==> src/rtl/sr_latch.sv <==
// Clocked bank of independent set/reset bits with a complementary output,
// a registered s=r=1 flag and a saturating count of illegal requests.
module sr_latch #(
  parameter int WIDTH     = 1,
  parameter int BOTH_MODE = 0,
  parameter int ERR_CNT_W = 8
) (
  input  logic                 clk,
  input  logic                 rst,
  input  logic [WIDTH-1:0]     s,
  input  logic [WIDTH-1:0]     r,
  output logic [WIDTH-1:0]     q,
  output logic [WIDTH-1:0]     q_n,
  output logic                 both,
  output logic [ERR_CNT_W-1:0] err_cnt
);

  logic [WIDTH-1:0]     q_q, q_d;
  logic                 both_q, both_d;
  logic [ERR_CNT_W-1:0] cnt_q, cnt_d;

  function automatic logic [ERR_CNT_W-1:0] sat_inc(input logic [ERR_CNT_W-1:0] v);
    if (v == {ERR_CNT_W{1'b1}}) return v;
    return v + ERR_CNT_W'(1);
  endfunction

  function automatic logic resolve_both(input logic cur);
    case (BOTH_MODE)
      1:       return 1'b1;
      2:       return 1'b0;
      3:       return ~cur;
      default: return cur;
    endcase
  endfunction

  always_comb begin
    q_d = q_q;
    for (int i = 0; i < WIDTH; i++) begin
      case ({s[i], r[i]})
        2'b01:   q_d[i] = 1'b0;
        2'b10:   q_d[i] = 1'b1;
        2'b11:   q_d[i] = resolve_both(q_q[i]);
        default: q_d[i] = q_q[i];
      endcase
    end
    both_d = |(s & r);
    cnt_d  = both_d ? sat_inc(cnt_q) : cnt_q;
  end

  always_ff @(posedge clk or posedge rst) begin
    if (rst) begin
      q_q    <= '0;
      both_q <= 1'b0;
      cnt_q  <= '0;
    end else begin
      q_q    <= q_d;
      both_q <= both_d;
      cnt_q  <= cnt_d;
    end
  end

  // q_n is derived, never stored, so it cannot disagree with q.
  assign q       = q_q;
  assign q_n     = ~q_q;
  assign both    = both_q;
  assign err_cnt = cnt_q;

endmodule

==> config.mk <==
export PLATFORM = sky130hd
export DESIGN_NAME = sr_latch
export DESIGN_NICKNAME = d
export VERILOG_FILES = /design/src/rtl/sr_latch.sv
export SDC_FILE = /design/constraint.sdc
export NUM_CORES = 1
export LEC_CHECK = 0
export ABC_AREA = 1
export CORE_MARGIN = 4
export CORE_UTILIZATION = 33
export CTS_CLUSTER_SIZE = 25
export DETAILED_ROUTE_END_ITERATION = 8
export PLACE_DENSITY = 0.62
export SETUP_SLACK_MARGIN = 0.2
export SLEW_MARGIN = 40
export SYNTH_ARGS = -nofsm -noshare
export SYNTH_HDL_FRONTEND = slang
export SYNTH_SLANG_ARGS = --single-unit
==> constraint.sdc <==
create_clock -name clk -period 1.08 [get_ports clk]
set_input_delay 0.216 -clock clk [delete_from_list [all_inputs] [get_ports clk]]
set_output_delay 0.216 -clock clk [all_outputs]
set_load 0.1 [all_outputs]
---- Word-level counts from Yosys, hierarchy flattened ----
Index checks and enable logic that the tools add are counted.
W data, S select, Z words.
word-level totals
  logic and storage cells ................. 15
  output and inout port bits .............. 11
  flip-flop bits (word level) ............. 10
  input bits .............................. 4
cells by class
  eq/ne operators ......................... 4
  multiplexer cells ....................... 3
  add/sub/neg operators ................... 1
  reduce and logical (&&, ||, !) cells .... 2
  bitwise logic cells ..................... 2
operators with widths
  kind                   number
  $add A8 B1 Y8 const B  1
  $eq A8 B8 Y1 const B   1
  $mux W8                1
  $eq A2 B1 Y1 const B   1
  $eq A2 B2 Y1 const B   1
  $ne A2 B2 Y1 const B   1
  $pmux W1 S2            1
  $reduce_and A2 Y1      1
  $reduce_bool A2 Y1     1
  $and A1 B1 Y1          1
  $mux W1                1
  $not A1 Y1             1

---- Longest topological paths before layout ----
  depth in word-level cells ............... 4
  gate-level depth with buffers ........... 8
  mapped depth without buffers ............ 8

---- Worst setup path before layout ----
OpenSTA, ideal clock, no wires.
  kind .................................... flip-flop to flip-flop
  start ................................... reg q (netlist name)
  end ..................................... reg q_q, in the netlist q
  path slack .............................. -837 ps
  clock period less this slack ............ 1917 ps
  cell stages (with the launch flop) ...... 3
  setup time .............................. 85 ps
  data arrival time ....................... 1832 ps
  buffers on the path ..................... 0
  required time ........................... 995 ps
  path through ............................ dfrtp_1 -> inv_1 -> a21oi_1
RTL lines
  element               line  source
  end signal, assigned  56    q_q <= q_d;
  end, declared         18    logic [WIDTH-1:0] q_q, q_d;

---- Final worst setup path ----
  start ................................... reg cnt_q[0], in the netlist err_cnt[0]
  end ..................................... reg cnt_q[3], in the netlist err_cnt[3]
between the ends
  cells in the longest elaborated chain, start to end .. 4
  elaborated cells on any way between the ends .. 6
  those cells by class .................... add/sub (1); eq/ne (2); mux (2); reduce/logical (1)
ends and longest elaborated chain
  element                                                                line  source
  start, declared                                                        20    logic [ERR_CNT_W-1:0] cnt_q, cnt_d;
  start signal, assigned                                                 58    cnt_q <= cnt_d;
  parallel branches: the longest is 4 deep, another holds $add A8 B1 Y8  -
Several ways; the timed one is not identified. The select of a mux whose other input is x is not followed.
A chain may end at the register's enable or synchronous reset.

==> results by group <==
Run status
  – Status: complete, but fails checks
  – Failing checks: setup timing

Placement
  – HPWL Detailed: around 940 µm
  – Placed cells: 115
  – Gpl congestion: approximately 0.74
  – Port Buffers: 14
  – Post-place setup slack: -0.4001 ns

Flow run
  – Total of max-cap violations: 0

Detailed routing
  – WL met1: 569 µm
  – Drt drc: 0
  – DRT antenna net count: 0
  – Drt wl/cell: approximately 11 µm
  – DRT Wirelength: ~1.4 mm
  – Top layer in use: met4
  – Initial DRT Pass Iterations: 4
  – Metal3 WL: 103 µm
  – Met2 wire length: between 700 and 800 µm
  – Vias: around 600
  – Via density per instance: ~4.7
  – Initial DRC count: 8

Global routing
  – Global-route wire length before repair: approximately 2.6 mm
  – Overflow after GRT: 0
  – Tot GR Track Use: around 15%
  – Initial antenna violation count: 0
  – Number of global-route vias before repair: 613
  – Largest net degree at the start of global routing: 11

Finish
  – Nets: ~120
  – Commonest non-fill, non-tap cell in the layout: nand2_1
  – Share of layout cells above drive strength 1: 58.62%
  – Commonest non-fill, non-tap cells in the layout: nand2_1 (25), buf_4 (15), buf_12 (11)
  – Multi-input logic area: 315.3 µm²
  – Sequential Area: approximately 290 µm²
  – Final cell count without fillers: roughly 130
  – Ant diodes: 0
  – Area Overhead vs Synth: 109.6%
  – Fillers: between 90 and 100

Timing
  – Worst slew margin: 89.54%
  – Fin crit share: 118.5%
  – Setup ws final: -0.1995 ns
  – Max Clk Rate: 781.6 MHz
  – Max Slew Vio Count: 0
  – Hold slack: 0.2347 ns
  – Slew @ Worst Pin: between 0.15 and 0.2 ns
  – Min cycle time layout: around 1.3 ns
  – RSZ-0062 raised after global routing: true
  – Worst Skew: around 0.0052 ns
  – Final setup fails: 18
  – Final hold violation count: 0

CTS
  – Root buffer cell: clkbuf_4
  – TritonCTS buffer count: 3
  – H-tree levels: 1
  – Total clock sinks: 10
  – Hold bufs inserted after CTS: 0
  – CTS tree: built
  – CTS clock-pin slew for the worst setup and hold paths: around 0.07 ns
  – Clk_lat worst skew: between 0.2 and 0.3 ns
  – Clock Path Buffers: 2

Setup path
  – Crit path from: err_cnt[0]
  – Critical-path cell list: buf_6 > ha_4 > inv_2 > nor2_2 > nand2_2 > nand2_4 > inv_4 > nand2_2 > nand2_1
  – Setup CP Type: flop to flop
  – Delay of the slowest critical-path stage: between 0.4 and 0.5 ns
  – Crit path arrival time: 1.49 ns
  – Slowest-stage cell, CP: dfrtp_4
  – CP startpoint kind: flop
  – Critical Path RT: 1.29 ns
  – Most numerous cell on the critical path: nand2_2
  – Critical Path Sink Type: flop
  – R2r startpoint: err_cnt[0]
  – CP Max Fanout: 8
  – Register-to-Register Path Depth: 9

Synthesis
  – Yosys reg bits: 10
  – Warnings, synthesis: 0
  – Synthesized instance count: 73
  – Netlist cell types: 17
  – Register area share after synthesis: around 45%
  – Net Count, Synth: 80
  – Syn_area_per_cell: around 7.7 µm²
  – Post-synth design cell area: roughly 560 µm²

Pwr
  – P per Cell Area: ~2100 nW/µm²
  – Max IR drop VDD: roughly 2.8 mV
  – Leak Pwr: about 0.55 nW

Floorplan
  – Die footprint: approximately 2400 µm²
  – Core area: between 1500 and 2000 µm²
  – IO Pins: 15
  – Die width: ~49 µm
  – Overall die height: 49.26 µm
  – Row Count: 14
  – Starting Density: between 30% and 40%

Hold path
  – Hold WC Path Type: primary input to asynchronous set/reset pin
repair_timing:
action                                  4_1_cts  5_1_grt
pin swaps                                     5        6
endpoints found under the setup margin       20       19
gates resized for setup                      20        2
buffers inserted                             11        2
hold endpoints to repair                      0        0
power by group:
group | switching (mW) | internal (mW)
Sequential | 0.0807 | 0.494
Clock | 0.142 | 0.205
Combinational | 0.903 | 0.681
Yosys cell counts:
master,count,area share [%]
a21oi_1,1,0.89
inv_4,1,1.1
nand2_4,1,2.0
xor2_1,1,1.6
nor2_2,2,2.2
nand2_1,28,19
inv_1,10,6.7
nor2_4,1,2.0
nor2_1,5,3.3
xnor2_1,1,1.6
ha_1,3,6.7
nand3_1,2,1.8
o21ai_1,2,1.8
nand4_1,1,1.1
o21ai_0,2,1.8
dfrtp_1,10,45
nand2_2,2,2.2
cell families (layout without fill, tap and decap cells):
logic type	Yosys count	after routing	synth area share, %
compound gates	5	5	4.454
xor+xnor	2	2	3.119
fa+ha+maj	3	3	6.682
buf+inv	11	54	7.797
flops	10	10	44.54
simple gates	42	42	33.41
cell type report:
type / instances / share of cell area, %
Clock buffer: 4 / 3.082
Multi-Input combinational cell: 52 / 26.78
Tap cell: 16 / 1.700
Timing Repair Buffer: 39 / 40.17
Inverter: 11 / 4.038
Sequential cell: 10 / 24.23
state kept, by name, indices dropped and copies added, names as in the netlist:
name and flops:
q 1, both 1, err_cnt 8
layer usage:
layer / vias up / track usage, %
li1: 312 / -
met1: 284 / 16.48
met2: 15 / 22.10
met3: 4 / 7.034
met4: 0 / 8.057
met5: - / 0
metrics by stage:
| step | utilization (%) | setup TNS [ns] | cell area (µm²) | total power, mW |
|---|---|---|---|---|
| floorplan | - | -2.555 | 613.1 | 1.366 |
| global placement | 62.44 | -2.768 | 973.4 | 1.909 |
| detailed placement | 62.44 | -2.978 | 973.4 | 1.925 |
| CTS | 74.16 | -3.160 | 1156 | 2.489 |
| global route | 75.52 | -4.116 | 1177 | 2.628 |
| finish | 75.52 | -3.117 | 1177 | 2.505 |
worst max-delay path: cells and delay by family (launching register included):
kind                       cells  cell delay (ns)
DFF                            1             0.49
buffers and inverters          3             0.27
adders and majority gates      1             0.17
and+or+nand+nor                5             0.30
path summary, 6_finish.rpt:
kind                               to  slack [ns]
min                        err_cnt[6]        0.23
min reg2reg                err_cnt[0]        0.67
max in group asynchronous  err_cnt[0]        0.68
min in group clk                 both        0.45
max                        err_cnt[3]       -0.20
max reg2reg                err_cnt[3]       -0.20
(Power assumes the default switching activity.)
